==> config.mk <==
export PLATFORM = sky130hd
export DESIGN_NAME = serial_slice_adder_ctrl
export DESIGN_NICKNAME = d
export VERILOG_FILES = /design/src/rtl/serial_slice_adder_ctrl.sv
export SDC_FILE = /design/constraint.sdc
export NUM_CORES = 1
export LEC_CHECK = 0
export BUFFER_PORTS_ARGS = -buffer_cell sky130_fd_sc_hd__buf_2
export CORE_UTILIZATION = 53
export DETAILED_ROUTE_END_ITERATION = 16
export PLACE_DENSITY = 0.86
export SYNTH_ARGS = -nofsm -noshare
export SYNTH_HDL_FRONTEND = slang
export SYNTH_SLANG_ARGS = --single-unit
==> constraint.sdc <==
create_clock -name clk -period 1.9 [get_ports clk]
set_input_delay 0.285 -clock clk [delete_from_list [all_inputs] [get_ports clk]]
set_output_delay 0.285 -clock clk [all_outputs]
set_load 0.005 [all_outputs]
==> src/rtl/serial_slice_adder_ctrl.sv <==
// Purpose : serial adder; one SLICE-bit ripple slice sequenced over WIDTH/SLICE beats.
// Latency : out_valid rises WIDTH/SLICE clocks after the accept edge.
// Backpressure: result held in DONE until out_ready; in_ready low from accept to result handshake.
//
// Ports:
//   clk, rst_n            rising-edge clock, asynchronous active-low reset
//   in_valid / in_ready   operand handshake (a, b, c_in sampled on accept)
//   out_valid / out_ready result handshake (sum, c_out valid while out_valid)
//   busy                  operation in flight (RUN or DONE)
//
// WIDTH must be an integer multiple of SLICE; WIDTH == SLICE gives a single beat.

// Purpose : one-bit full adder cell.
// Latency : combinational.
// Backpressure: none.
module ssa_full_adder (
   input  logic a,
   input  logic b,
   input  logic ci,
   output logic s,
   output logic co
);
   assign s  = a ^ b ^ ci;
   assign co = (a & b) | (ci & (a ^ b));
endmodule

// Purpose : SLICE-bit ripple-carry adder built from full adder cells.
// Latency : combinational.
// Backpressure: none.
module ssa_ripple_slice #(
   parameter int SLICE = 3
) (
   input  logic [SLICE-1:0] a,
   input  logic [SLICE-1:0] b,
   input  logic             ci,
   output logic [SLICE-1:0] s,
   output logic             co
);
   logic [SLICE:0] carry;

   assign carry[0] = ci;

   for (genvar i = 0; i < SLICE; i++) begin : g_cell
      ssa_full_adder u_fa (
         .a  (a[i]),
         .b  (b[i]),
         .ci (carry[i]),
         .s  (s[i]),
         .co (carry[i+1])
      );
   end

   assign co = carry[SLICE];
endmodule

// Purpose : sequencer driving the slice adder over WIDTH/SLICE beats with valid/ready on both sides.
// Latency : NBEATS clocks from accept edge to out_valid; NBEATS+2 clocks minimum between accepts.
// Backpressure: holds sum/c_out in DONE until out_ready; in_ready only in IDLE.
module serial_slice_adder_ctrl #(
   parameter int WIDTH = 12,
   parameter int SLICE = 3
) (
   input  logic             clk,
   input  logic             rst_n,
   input  logic             in_valid,
   output logic             in_ready,
   input  logic [WIDTH-1:0] a,
   input  logic [WIDTH-1:0] b,
   input  logic             c_in,
   output logic             out_valid,
   input  logic             out_ready,
   output logic [WIDTH-1:0] sum,
   output logic             c_out,
   output logic             busy
);
   localparam int NBEATS = WIDTH / SLICE;
   localparam int CNT_W  = $clog2(NBEATS) + 1;
   localparam logic [CNT_W-1:0] LAST_BEAT = CNT_W'(NBEATS - 1);

   typedef enum logic [1:0] {
      S_IDLE = 2'd0,
      S_RUN  = 2'd1,
      S_DONE = 2'd2
   } state_t;

   state_t           state_q;
   state_t           state_d;

   logic [WIDTH-1:0] a_sh;
   logic [WIDTH-1:0] b_sh;
   logic             carry;
   logic [CNT_W-1:0] cnt;

   logic             load_op;
   logic             run_beat;
   logic             last_beat;

   logic [SLICE-1:0] slice_sum;
   logic             slice_cout;

   logic [WIDTH-1:0] sum_next;
   logic [WIDTH-1:0] a_next;
   logic [WIDTH-1:0] b_next;

   // ------------------------------------------------------------------
   // Slice adder: always looks at the low SLICE bits of the shift regs.
   // ------------------------------------------------------------------
   ssa_ripple_slice #(
      .SLICE (SLICE)
   ) u_slice (
      .a  (a_sh[SLICE-1:0]),
      .b  (b_sh[SLICE-1:0]),
      .ci (carry),
      .s  (slice_sum),
      .co (slice_cout)
   );

   // Shift paths. A single-beat configuration has no upper bits to shift
   // down, so it is elaborated separately to keep every slice in range.
   if (WIDTH == SLICE) begin : g_one_beat
      assign sum_next = slice_sum;
      assign a_next   = '0;
      assign b_next   = '0;
   end else begin : g_multi_beat
      // Each beat's slice result enters at the MSB end; after NBEATS beats
      // the first slice has walked down to bit 0.
      assign sum_next = {slice_sum, sum[WIDTH-1:SLICE]};
      assign a_next   = {{SLICE{1'b0}}, a_sh[WIDTH-1:SLICE]};
      assign b_next   = {{SLICE{1'b0}}, b_sh[WIDTH-1:SLICE]};
   end

   // ------------------------------------------------------------------
   // FSM state register
   // ------------------------------------------------------------------
   always_ff @(posedge clk or negedge rst_n) begin
      if (!rst_n) begin
         state_q <= S_IDLE;
      end else begin
         state_q <= state_d;
      end
   end

   // ------------------------------------------------------------------
   // Next state and state decodes. Handshake outputs depend on state only,
   // so there is no combinational path from in_valid/out_ready to them.
   // ------------------------------------------------------------------
   always_comb begin
      state_d   = state_q;
      in_ready  = 1'b0;
      out_valid = 1'b0;
      busy      = 1'b0;
      load_op   = 1'b0;
      run_beat  = 1'b0;
      last_beat = 1'b0;

      case (state_q)
         S_IDLE: begin
            in_ready = 1'b1;
            if (in_valid) begin
               load_op = 1'b1;
               state_d = S_RUN;
            end
         end
         S_RUN: begin
            busy     = 1'b1;
            run_beat = 1'b1;
            if (cnt == LAST_BEAT) begin
               last_beat = 1'b1;
               state_d   = S_DONE;
            end
         end
         S_DONE: begin
            busy      = 1'b1;
            out_valid = 1'b1;
            if (out_ready) begin
               state_d = S_IDLE;
            end
         end
         default: begin
            state_d = S_IDLE;
         end
      endcase
   end

   // ------------------------------------------------------------------
   // Datapath registers
   // ------------------------------------------------------------------
   always_ff @(posedge clk or negedge rst_n) begin
      if (!rst_n) begin
         a_sh  <= '0;
         b_sh  <= '0;
         carry <= 1'b0;
         cnt   <= '0;
         sum   <= '0;
         c_out <= 1'b0;
      end else if (load_op) begin
         a_sh  <= a;
         b_sh  <= b;
         carry <= c_in;
         cnt   <= '0;
      end else if (run_beat) begin
         a_sh  <= a_next;
         b_sh  <= b_next;
         carry <= slice_cout;
         cnt   <= cnt + CNT_W'(1);
         sum   <= sum_next;
         if (last_beat) begin
            c_out <= slice_cout;
         end
      end
   end

endmodule

* Word-level counts from Yosys, hierarchy flattened
Index checks and enable logic that the tools add are counted.
Word-level totals: register bits 43, bits in latches 0, RAM bits 0, bits in read-only memories 0, input port bits 29, output and inout bits 16, logic and storage cells 56, memories kept 0
Operators by class: add/subtract/negate cells 1, $mul 0, div/mod/pow operators 0, order comparisons 0, equal/unequal tests 6, shift operators 0, mux-type cells 20, bitwise logic cells 16, reductions and logical operators 6
Operators by type and width (count):
- 12-bit two-way mux | 4
- 1-bit two-way mux | 10
- 1-bit AND | 6
- 2-bit two-way mux | 3
- 3-bit two-way mux | 2
- 2-bit inequality test, second input constant | 3
- 2-bit one-hot mux with 3 select lines | 1
- 3-bit AND reduction | 2
- 1-bit XOR | 6
- 3-bit by 1-bit adder with 3-bit output, second input constant | 1
- 3-bit by 2-bit equality test with 1-bit output, second input constant | 1
- 1-bit bitwise OR | 3
- 2-bit by 1-bit equality test with 1-bit output, second input constant | 1
- 2-bit equality test, second input constant | 1
- 2-bit zero test | 1
- 2-bit AND reduction | 1
- 2-bit nonzero test | 1
- 2-bit OR reduction | 1
- 1-bit NOT | 1

* Logic depth before layout (Yosys ltp)
Gate-level depths: netlist of the first run.
depth after elaboration 9, depth in mapped cells 9, depth with buffers taken out 9

* Cells and area by module
A second synthesis of the first run with hierarchy kept.
Unflattened totals: cells, all modules 167, area, all modules 1949.4 um2
Modules (own cells, without submodules):
- serial_slice_adder_ctrl | times used 1, cells each 164, area an instance 1889.3 um2, sequential area each 1076.0 um2
- ssa_full_adder | times used 3, cells each 1, area an instance 20.0 um2, sequential area each 0.0 um2

* Worst setup path before layout of the first run
No wires, ideal clock.
path kind reg-to-reg, from register carry, to register carry, arrival time 1621 ps, path slack 202 ps, cell stages (with the launch flop) 10, buffers on the path 0, path through dfrtp_1 inv_1 fa_1 inv_1 fa_1 inv_1 fa_1 nand2_1 o21ai_0 o21ai_1
On the way: cells in the longest elaborated chain, start to end 8
Ends and longest elaborated chain:
- start, declared | line 91 | logic carry;
- start signal, assigned | line 199 | carry <= c_in;
- start signal, assigned | line 204 | carry <= slice_cout;
- 1-bit AND | line 24 | assign co = (a & b) | (ci & (a ^ b));
- 1-bit bitwise OR | line 24
- 1-bit AND | line 24
- 1-bit bitwise OR | line 24
- 1-bit AND | line 24
- 1-bit bitwise OR | line 24
- 1-bit two-way mux | line 201 | end else if (run_beat) begin
- 1-bit two-way mux | line 196 | end else if (load_op) begin
Every way passes these cells. The select of a mux whose other input is x is not followed. A chain may end at the register's enable or synchronous reset.

* Final worst setup path of the first run
from register carry, to register sum[11]
On the way: cells in the longest elaborated chain, start to end 5
Ends and longest elaborated chain:
- 1-bit AND | line 24
- 1-bit bitwise OR | line 24
- 1-bit AND | line 24
- 1-bit bitwise OR | line 24
- 1-bit XOR | line 23 | assign s = a ^ b ^ ci;
- end signal, assigned | line 206 | sum <= sum_next;
- end, declared | line 72 | output logic [WIDTH-1:0] sum,
Every way passes these cells.

==> flow_summary_export.csv, run 1 <==
group,metric,value,unit
clocking,postCtsSetupRepairBufs,0,
route,routed_vias_inst,4.99,
sta,clock.fmax,561,MHz
worst_setup_path,timing.rr.end,"sum[11]",
layout,layout-area-overhead-vs-synth,18.6,%
sta,final_hold_viol_count,0,
worst_setup_path,rrSetupSlack,0.12,ns
route,detail_routed_net_length_per_standard_cell,11.8,um
clocking,htree_num_levels,2,
die,fp.dieW,63.2,um
flow_run,timing.max_cap.violations,0,
sta,final.hold.worst_slack,0.0560,ns
logic_synthesis,synth_async_sr_flop_share,100,%
layout,instances_no_fill,269,
worst_setup_path,type_of_the_setup_path_with_the_least_slack,"reg -> reg",
worst_setup_path,timing.critical_path.buf_inv,3,
placement,postPlaceCellArea,0.00225,mm2
worst_setup_path,cp_num_cells,7,
worst_setup_path,timing.reg2reg.worst_path_depth,7,
grt,global_route.overflow_total,0,
placement,hpwl,2.26,mm
sta,grt_setup_unrepaired,"false",
worst_setup_path,setup.worst_path.start_class,"flop",
grt,first_global_vias,1254,
grt,initial_antenna_violation_count,0,
logic_synthesis,synth-edff-count,0,
worst_hold_path,timing.hold.worst.class,"in -> async",
layout,drive_gt1_share,26.0,%
die,core,0.00347,mm2
pwr,total_power_consumption,3.88,mW
logic_synthesis,ys_top_cells_by_area,"sky130_fd_sc_hd__dfrtp_1 (54%), sky130_fd_sc_hd__mux2i_1 (11%), sky130_fd_sc_hd__mux2_1 (6.8%)",
worst_setup_path,worst_ep_arrival_time,1.93,ns
status,outcome,"complete, no violations",
placement,total_placed_cells_including_tap_cells,261,
logic_synthesis,post_synth.cell_area_avg,11.1,um2
logic_synthesis,yosysTopAreaCell,"sky130_fd_sc_hd__dfrtp_1",
placement,gpl.final_weighted_congestion,0.736,
route,remaining_drc_errors,0,
worst_setup_path,regToRegStartpoint,"carry",
sta,timing.max_slew.rel_slack,59.1,%
logic_synthesis,synth.lib_cells_used.distinct,19,
clocking,total_clock_buffers_created_by_cts,5,
logic_synthesis,postSynthCellCount,179,
grt,global_route_wire_length_before_repair,5.48,mm
worst_setup_path,cpPeakStageDelay,0.51,ns
layout,num-nets-final,260,
worst_setup_path,critical_path.endpoint_type,"flop",
sta,max_slew_vio_count,0,
die,vertical_extent_of_the_die,63.2,um
clocking,cts.root.buffer_cell,"sky130_fd_sc_hd__clkbuf_8",
clocking,clk_pin_slew,0.07,ns
sta,setup_viol_count_final,0,
layout,diodes,0,
grt,grt_util_all_layers,17.8,%
route,drt_first_pass_iters,4,
logic_synthesis,yosys_register_bits,43,
die,core.rowCount,21,
placement,buffer_ports.inserted,44,
worst_setup_path,cell_class_contributing_the_biggest_share_of_worst_path_delay,"adder cells",
worst_setup_path,cp_max_fanout,2,
pwr,power_per_cell_area,1650,mW/mm2
logic_synthesis,ys_dominant_reg_cell,"sky130_fd_sc_hd__dfrtp_1",
pwr,cellLeakagePower,1.14,nW
clocking,cts.sinks,43,
route,detail_route.wirelength,3.18,mm
layout,fin_util,67.9,%
logic_synthesis,netlist_area,0.00199,mm2
sta,finalCritPeriodShare,93.8,%
die,ioPinCount,45,
worst_setup_path,path_cells,"inv_1 > fa_2 > inv_1 > fa_2 > inv_1 > fa_2 > mux2i_1",
layout,final_design_area_no_fill,0.00236,mm2
logic_synthesis,synth_largest_type_area_fraction,54.2,%
logic_synthesis,synth_sequential_area_ratio,54.2,%
route,num_vias,1342,
route,initialDrtViolationCount,51,
die,dieArea,0.00400,mm2
worst_setup_path,required,2.05,ns
logic_synthesis,synth.yosys.warnings,0,
grt,grt_max_degree,54,
clocking,clock_tree_from_tritoncts,"yes",
clocking,cts_buffer_depth,2,
pwr,irDropWorstVdd,0.672,mV
clocking,insertion_delay,0.28,ns
sta,worst-slew-pin-transition,0.613,ns
die,initial_utilization,57.3,%
logic_synthesis,mappedNetlistNets,217,
sta,final.min_clock_period,1.78,ns
sta,fin_skew,0.00193,ns
placement,placement.setup.worst_slack,0.0723,ns
route,antenna_left,0,
sta,final.setup.worst_slack,0.118,ns
sta,tns,0,ns
worst_setup_path,critical_path.slowest_cell,"sky130_fd_sc_hd__fa_2",
==> worst max path at each step <==
stage	startpoint	end	slack, ns
after global placement	carry	carry	0.13
after floorplan	carry	carry	0.20
after CTS	carry	carry	0.06
after global routing	carry	carry	0.03
after detailed placement	carry	carry	0.07
final	carry	sum[11]	0.12
==> cell usage in the layout (no fill, tap or decap), types with 2 or more instances in the layout <==
cell	n
sky130_fd_sc_hd__buf_2	44
sky130_fd_sc_hd__dfrtp_1	43
sky130_fd_sc_hd__nand2_1	27
sky130_fd_sc_hd__o21ai_1	26
sky130_fd_sc_hd__mux2i_1	21
sky130_fd_sc_hd__inv_1	14
sky130_fd_sc_hd__mux2_1	12
sky130_fd_sc_hd__clkbuf_8	7
sky130_fd_sc_hd__nand2b_1	6
sky130_fd_sc_hd__ha_1	6
sky130_fd_sc_hd__nor2_1	3
sky130_fd_sc_hd__fa_2	3
sky130_fd_sc_hd__buf_4	2
==> worst reg2reg max path: cells and delay by family, from the launching register on <==
family     cells  cell delay [ns]
fa+ha+maj      3             1.06
flops          1             0.35
buf+inv        3             0.19
mux            1             0.06
==> synthesized netlist by cell type, drive strengths merged, types with 3 or more instances <==
master,n
mux2,12
nor2,3
o21ai,27
ha,6
inv,15
mux2i,21
nand2b,6
fa,3
dfrtp,43
clkbuf,3
buf,8
nand2,27
==> area by class of cell <==
cell class	count	area (um2)
clock buffers	8	100
repair buffers	47	255
inverters	15	56.3
flip-flops and latches	43	1080
well taps	46	57.6
multi-input cells	110	811
fillers	281	1110
==> flip-flops by register name (all words and copies together) (netlist names) <==
name and count:
state_q 2, c_out 1, carry 1, cnt 3, a_sh 12, sum 12
b_sh 12
==> repair_timing <==
item / 4_1_cts / 5_1_grt
hold endpoints to repair: 0 / 0
resized for setup: 0 / 3
hold buffers: 0 / 0
endpoints found under the setup margin: 0 / 1
==> per-layer routing <==
layer	track usage (%)	share of wire [%]
met5	0	0
met3	4.35	5.3
met1	20.9	45
met4	8.52	1.0
met2	30.4	49
==> cells by family (layout without fill, tap and decap cells) <==
kind of cell / Yosys count / count (layout) / synth area share (%)
muxes: 33 / 33 / 17.4
adders and majority gates: 9 / 9 / 6.80
buffers and inverters: 26 / 70 / 5.42
DFF: 43 / 43 / 54.2
and+or+nand+nor: 38 / 38 / 8.12
xor gates and xnor gates: 1 / 1 / 0.441
AOI/OAI and AO/OA: 29 / 29 / 7.68
==> power by group <==
group	internal [mW]	total, mW	switching [mW]	leakage, nW
sequential	1.37	1.63	0.261	0.534
clock	0.331	0.607	0.275	0.0515
combinational	0.816	1.64	0.826	0.557
(Power assumes the default switching activity.)
==> run 2: changes to the inputs <==
--- a/config.mk
+++ b/config.mk
@@ -6,9 +6,12 @@
 export NUM_CORES = 1
 export LEC_CHECK = 0
 export BUFFER_PORTS_ARGS = -buffer_cell sky130_fd_sc_hd__buf_2
-export CORE_UTILIZATION = 53
+export CELL_PAD_IN_SITES_DETAIL_PLACEMENT = 1
+export CELL_PAD_IN_SITES_GLOBAL_PLACEMENT = 1
+export CORE_UTILIZATION = 41
 export DETAILED_ROUTE_END_ITERATION = 16
 export PLACE_DENSITY = 0.86
+export REMOVE_ABC_BUFFERS = 1
 export SYNTH_ARGS = -nofsm -noshare
 export SYNTH_HDL_FRONTEND = slang
 export SYNTH_SLANG_ARGS = --single-unit
==> run 2 against run 1 <==
The flow now finishes with violations (negative hold slack). Clock skew increased by 0.0046 ns. Total power increased by 3.0%. Fmax decreased by 3.1%. Final cell count increased by 3.0%. Global-route usage increased by 0.30 points. Worst setup slack got worse by 0.057 ns. Count of clock-buffer cells in the layout decreased by 1. Sequential power about the same. First-iteration DRC count increased by 16%. Sequential share of layout area decreased by 0.22 points. Clock power decreased by 9.1%.
==> flow_summary_export.csv, run 2 (synthesis gave the netlist of run 1 again) <==
group,metric,value,unit
status,outcome,"finished with violations",
status,violated_checks,"negative hold slack",
die,ioPinCount,45,
sta,grt_setup_unrepaired,"true",
sta,tns,0,ns
sta,clock.fmax,544,MHz
layout,num-nets-final,262,
layout,fin_util,52.6,%
grt,grt_util_all_layers,18.1,%
layout,layout_common_cells,"sky130_fd_sc_hd__buf_2 (44), sky130_fd_sc_hd__dfrtp_1 (43), sky130_fd_sc_hd__nand2_1 (26), sky130_fd_sc_hd__o21ai_1 (26), sky130_fd_sc_hd__mux2i_1 (21)",
route,detail_routed_net_length_per_standard_cell,14.8,um
clocking,htree_num_levels,2,
layout,largestRegisters,"a_sh x12, b_sh x12, sum x12",
sta,final.setup.worst_slack,0.0612,ns
grt,initial_antenna_violation_count,0,
route,detail_route.wirelength,4.10,mm
placement,gpl.final_weighted_congestion,0.687,
layout,drive_gt1_share,29.3,%
placement,placement.setup.worst_slack,0.0567,ns
flow_run,timing.max_cap.violations,0,
route,met3_wirelength,195,um
grt,global_route.overflow_total,0,
sta,max_slew_vio_count,0,
sta,final.min_clock_period,1.84,ns
worst_setup_path,required,2.06,ns
sta,finalCritPeriodShare,96.8,%
clocking,insertion_delay,0.30,ns
route,routed_vias_inst,5.08,
die,dieArea,0.00513,mm2
worst_hold_path,timing.hold.worst.class,"in -> async",
layout,seq_area,0.00108,mm2
die,initial_utilization,44.1,%
worst_setup_path,setup.worst_path.start_class,"flop",
layout,diodes,0,
layout,layout-area-overhead-vs-synth,19.1,%
sta,fin_skew,0.00657,ns
placement,postPlaceCellArea,0.00226,mm2
layout,layout.filler_cells,512,
layout,area_of_combinational_cells_with_multiple_inputs,818,um2
worst_setup_path,rrSetupSlack,0.06,ns
die,core,0.00450,mm2
sta,worst-slew-pin-transition,0.645,ns
placement,total_placed_cells_including_tap_cells,268,
route,top_layer_used,"met4",
layout,layout.cells.most_common,"sky130_fd_sc_hd__buf_2",
route,initialDrtViolationCount,59,
route,antenna_left,0,
placement,buffer_ports.inserted,44,
sta,timing.max_slew.rel_slack,57.0,%
worst_setup_path,cp_max_fanout,2,
clocking,total_clock_buffers_created_by_cts,5,
pwr,irDropWorstVdd,0.659,mV
pwr,total_power_consumption,3.99,mW
sta,final.hold.worst_slack,-0.0153,ns
grt,grt_max_degree,48,
worst_setup_path,type_of_the_setup_path_with_the_least_slack,"reg -> reg",
route,met2_length,2.09,mm
route,drt_first_pass_iters,4,
grt,global_route_wire_length_before_repair,6.93,mm
worst_setup_path,timing.reg2reg.worst_path_depth,7,
die,core.rowCount,24,
route,remaining_drc_errors,0,
route,drt_met1_wl,1.75,mm
worst_setup_path,timing.rr.end,"sum[11]",
layout,instances_no_fill,277,
clocking,cts.root.buffer_cell,"sky130_fd_sc_hd__clkbuf_8",
clocking,clk_pin_slew,0.08,ns
sta,final_hold_viol_count,25,
die,fp.dieW,71.6,um
sta,setup_viol_count_final,0,
clocking,cts.sinks,43,
grt,first_global_vias,1501,
pwr,power_per_cell_area,1690,mW/mm2
worst_setup_path,regToRegStartpoint,"b_sh[0]",
placement,hpwl,2.96,mm
clocking,cts_buffer_depth,2,
pwr,cellLeakagePower,1.14,nW
die,vertical_extent_of_the_die,71.6,um
clocking,clock_tree_from_tritoncts,"yes",
route,num_vias,1407,
worst_setup_path,critical_path.endpoint_type,"flop",
worst_setup_path,worst_ep_arrival_time,2.00,ns
layout,final_design_area_no_fill,0.00237,mm2
-- run 2: cell types whose count changed in the layout (fill, tap and decap cells not counted) --
cell                       before  now
sky130_fd_sc_hd__and2_1         1    0
sky130_fd_sc_hd__and2_2         0    1
sky130_fd_sc_hd__buf_4          2    4
sky130_fd_sc_hd__clkbuf_1       1    2
sky130_fd_sc_hd__clkbuf_8       7    5
sky130_fd_sc_hd__clkinv_2       0    1
sky130_fd_sc_hd__inv_1         14   10
sky130_fd_sc_hd__inv_2          1    5
sky130_fd_sc_hd__nand2_1       27   26
sky130_fd_sc_hd__nand2_2        0    1
sky130_fd_sc_hd__o21ai_0        1    0
sky130_fd_sc_hd__o21ai_2        0    1
-- run 2: cell type report --
| cell class | instances | area share (%) |
|---|---|---|
| multi-input combinational | 110 | 34.6 |
| clock buffer | 7 | 3.22 |
| timing repair buffer | 49 | 11.4 |
| clock inverter | 1 | 0.211 |
| inverter | 15 | 2.38 |
| tap | 52 | 2.75 |
| sequential | 43 | 45.5 |
-- run 2: what timing repair did --
item	in CTS	in global routing
endpoints found under the hold margin	0	0
buffers inserted	1	0
endpoints found under the setup margin	1	2
pin swaps	1	4
resized for setup	1	9
hold buffers	0	0
-- run 2: per-layer routing --
metal  global-route usage, %  vias up
met5                       0        -
met4                    6.54        0
met3                    5.20        6
met2                    32.2       36
met1                    20.6      687
li1                        -      678
-- run 2: worst max path at each step --
stage                     depth (start not counted)    endpoint  slack (ns)       start
final                                             7     sum[11]        0.06     b_sh[0]
after global placement                            9       carry        0.12       carry
after global routing                              9       carry       -0.02     b_sh[0]
after detailed placement                          9       carry        0.06     a_sh[0]
after floorplan                                   4  state_q[1]       -0.21  state_q[1]
after CTS                                         9       carry        0.01       carry
-- run 2: worst max-delay path, cell delays in order (launching register included) --
cell	delay [ns]
sky130_fd_sc_hd__dfrtp_1	0.37
sky130_fd_sc_hd__inv_2	0.05
sky130_fd_sc_hd__fa_2	0.38
sky130_fd_sc_hd__inv_2	0.07
sky130_fd_sc_hd__fa_2	0.21
sky130_fd_sc_hd__inv_2	0.04
sky130_fd_sc_hd__fa_2	0.52
sky130_fd_sc_hd__mux2i_1	0.06
-- run 2: report_power, final --
part	internal, mW	switching (mW)
Combinational	0.866	0.928
Sequential	1.37	0.279
Clock	0.258	0.294
Total	2.49	1.50
==> run 3: changes to the inputs <==
--- a/config.mk
+++ b/config.mk
@@ -8,9 +8,9 @@
 export BUFFER_PORTS_ARGS = -buffer_cell sky130_fd_sc_hd__buf_2
 export CELL_PAD_IN_SITES_DETAIL_PLACEMENT = 1
 export CELL_PAD_IN_SITES_GLOBAL_PLACEMENT = 1
-export CORE_UTILIZATION = 41
+export CORE_UTILIZATION = 37
 export DETAILED_ROUTE_END_ITERATION = 16
-export PLACE_DENSITY = 0.86
+export PLACE_DENSITY = 0.82
 export REMOVE_ABC_BUFFERS = 1
 export SYNTH_ARGS = -nofsm -noshare
 export SYNTH_HDL_FRONTEND = slang
==> constraint.sdc (replaced) <==
create_clock -name clk -period 1.65 [get_ports clk]
set_input_delay 0.2475 -clock clk [delete_from_list [all_inputs] [get_ports clk]]
set_output_delay 0.2475 -clock clk [all_outputs]
set_load 0.005 [all_outputs]
==> run 3 against run 2 <==
The flow finishes with violations (negative setup slack). Combinational power up 34%. Sequential power up 15%. Core utilization down 3.1 points. Non-clock buffer count up 11. First-iteration DRC count up 39%. Final cell count up 10%. Fmax up 3.5%. Largest power group unchanged.
==> flow_summary_export.csv, run 3 (synthesis gave the netlist of run 1 again) <==
group,metric,value,unit
status,outcome,"finished with violations",
status,violated_checks,"negative setup slack",
worst_setup_path,cp_max_fanout,2,
sta,final.setup.worst_slack,-0.127,ns
route,num_vias,1432,
die,core,0.00514,mm2
placement,gpl.final_weighted_congestion,0.707,
clocking,cts_hold_repair.buffers,0,
worst_hold_path,timing.hold.worst.class,"in -> async",
sta,final.min_clock_period,1.78,ns
grt,first_global_vias,1458,
sta,clock.fmax,563,MHz
grt,grt_max_degree,44,
clocking,cts_buffer_depth,2,
placement,total_placed_cells_including_tap_cells,291,
sta,final.hold.worst_slack,0.0125,ns
route,routed_vias_inst,4.68,
die,core.rowCount,26,
layout,instances_no_fill,306,
pwr,total_power_consumption,4.95,mW
placement,buffer_ports.inserted,44,
layout,layout_common_cells,"sky130_fd_sc_hd__buf_2 (44), sky130_fd_sc_hd__dfrtp_1 (43), sky130_fd_sc_hd__nand2_1 (27)",
sta,max_slew_vio_count,0,
worst_setup_path,path_cells,"inv_2 > fa_2 > inv_2 > fa_2 > inv_2 > fa_2 > mux2i_1",
worst_setup_path,required,1.84,ns
worst_setup_path,worst_ep_arrival_time,1.96,ns
layout,num-nets-final,273,
clocking,total_clock_buffers_created_by_cts,5,
worst_setup_path,type_of_the_setup_path_with_the_least_slack,"reg -> reg",
layout,largestRegisters,"a_sh x12, b_sh x12, sum x12",
die,dieArea,0.00567,mm2
grt,grt_util_all_layers,16.0,%
die,vertical_extent_of_the_die,75.3,um
clocking,htree_num_levels,2,
die,fp.dieW,75.3,um
sta,setup_viol_count_final,4,
worst_setup_path,critical_path.slowest_cell,"sky130_fd_sc_hd__fa_2",
placement,hpwl,2.69,mm
pwr,power.switching_fraction,36.2,%
sta,grt_setup_unrepaired,"true",
route,antenna_left,0,
clocking,insertion_delay,0.30,ns
pwr,power_frac_clock,13.2,%
layout,drive_gt1_share,36.9,%
pwr,irDropWorstVdd,0.779,mV
route,initialDrtViolationCount,82,
die,initial_utilization,38.7,%
worst_setup_path,critical_path.endpoint_type,"flop",
grt,gr-max-usage-layer,"met2",
clocking,cts.root.buffer_cell,"sky130_fd_sc_hd__clkbuf_8",
layout,layout.cells.most_common,"sky130_fd_sc_hd__buf_2",
pwr,cellLeakagePower,1.22,nW
layout,diodes,0,
route,detail_route.wirelength,3.96,mm
sta,fin_skew,0.00680,ns
layout,layout-area-overhead-vs-synth,27.8,%
pwr,internal_power,3.16,mW
route,drt_first_pass_iters,4,
clocking,clk_pin_slew,0.08,ns
clocking,clock_tree_from_tritoncts,"yes",
worst_setup_path,rrSetupSlack,-0.13,ns
grt,global_route.usage.met1,20.3,%
grt,grt.met3_usage,3.75,%
die,ioPinCount,45,
grt,global_route.overflow_total,0,
grt,initial_antenna_violation_count,0,
worst_setup_path,cpPeakStageDelay,0.52,ns
clocking,cts.sinks,43,
pwr,switching_power,1.79,mW
route,detail_routed_net_length_per_standard_cell,13.0,um
sta,timing.max_slew.rel_slack,64.9,%
layout,layout.filler_cells,616,
sta,worst-slew-pin-transition,0.527,ns
grt,global_route.usage.met2,26.4,%
grt,global_route_wire_length_before_repair,6.63,mm
flow_run,timing.max_cap.violations,0,
pwr,p_seq_share,38.3,%
layout,seq_area,0.00108,mm2
pwr,pwr-share-comb,48.5,%
worst_setup_path,setup.worst_path.start_class,"flop",
sta,final_hold_viol_count,0,
pwr,power_per_cell_area,1950,mW/mm2
layout,area_of_combinational_cells_with_multiple_inputs,855,um2
route,remaining_drc_errors,0,
sta,finalCritPeriodShare,108,%
[run 3: path summary, 6_finish.rpt]
check / start / cells after the start / endpoint
setup / recovery: carry / 7 / sum[11]
hold / removal: rst_n / 2 / a_sh[7]
setup reg to reg: carry / 7 / sum[11]
hold reg to reg: sum[0] / 1 / sum[0]
max in group asynchronous: rst_n / 2 / sum[2]
min in group clk: b[2] / 3 / b_sh[2]
[run 3: timing repair]
| item | in CTS | in global routing |
|---|---|---|
| pin swaps | 3 | 5 |
| setup buffers | 2 | 5 |
| endpoints found under the setup margin | 6 | 10 |
| endpoints found under the hold margin | 0 | 0 |
| resized for setup | 10 | 11 |
[run 3: critical path, delay by kind of cell, from the launching register on]
kind	cells	cell delay [ns]
DFF	1	0.37
buffers and inverters	3	0.15
muxes	1	0.06
adders and majority gates	3	1.09
[run 3: through the flow]
step / utilization, % / area [um2] / setup slack (ns) / TNS, ns
4_1_cts: 48.1 / 2470 / -0.123 / -0.379
2_1_floorplan: - / 1940 / -0.464 / -9.07
5_1_grt: 49.4 / 2540 / -0.224 / -0.759
3_3_place_gp: 45.7 / 2350 / -0.124 / -0.283
6_report: 49.4 / 2540 / -0.127 / -0.366
3_5_place_dp: 45.7 / 2350 / -0.210 / -0.724
[run 3: metal layers]
| layer | vias up | wire, um |
|---|---|---|
| li1 | 704 | - |
| met1 | 687 | 1770 |
| met2 | 34 | 1950 |
| met3 | 7 | 164 |
| met4 | 0 | 76 |
| met5 | - | 0 |
[run 3: power by group through the flow]
stage | sequential, mW | clock, mW | combinational (mW)
3_3_place_gp | 1.87 | 0 | 2.03
5_1_grt | 1.96 | 0.721 | 2.75
4_1_cts | 1.90 | 0.672 | 2.23
3_5_place_dp | 1.92 | 0 | 2.14
6_report | 1.89 | 0.653 | 2.40
2_1_floorplan | 1.84 | 0 | 1.36
[run 3: layout make-up]
| type | count | share of cell area (%) |
|---|---|---|
| inverter | 15 | 2.22 |
| sequential | 43 | 42.4 |
| clock inverter | 3 | 0.591 |
| timing repair buffer | 60 | 15.0 |
| clock buffer | 5 | 2.71 |
| multi-input combinational | 110 | 33.6 |
| tap | 70 | 3.45 |
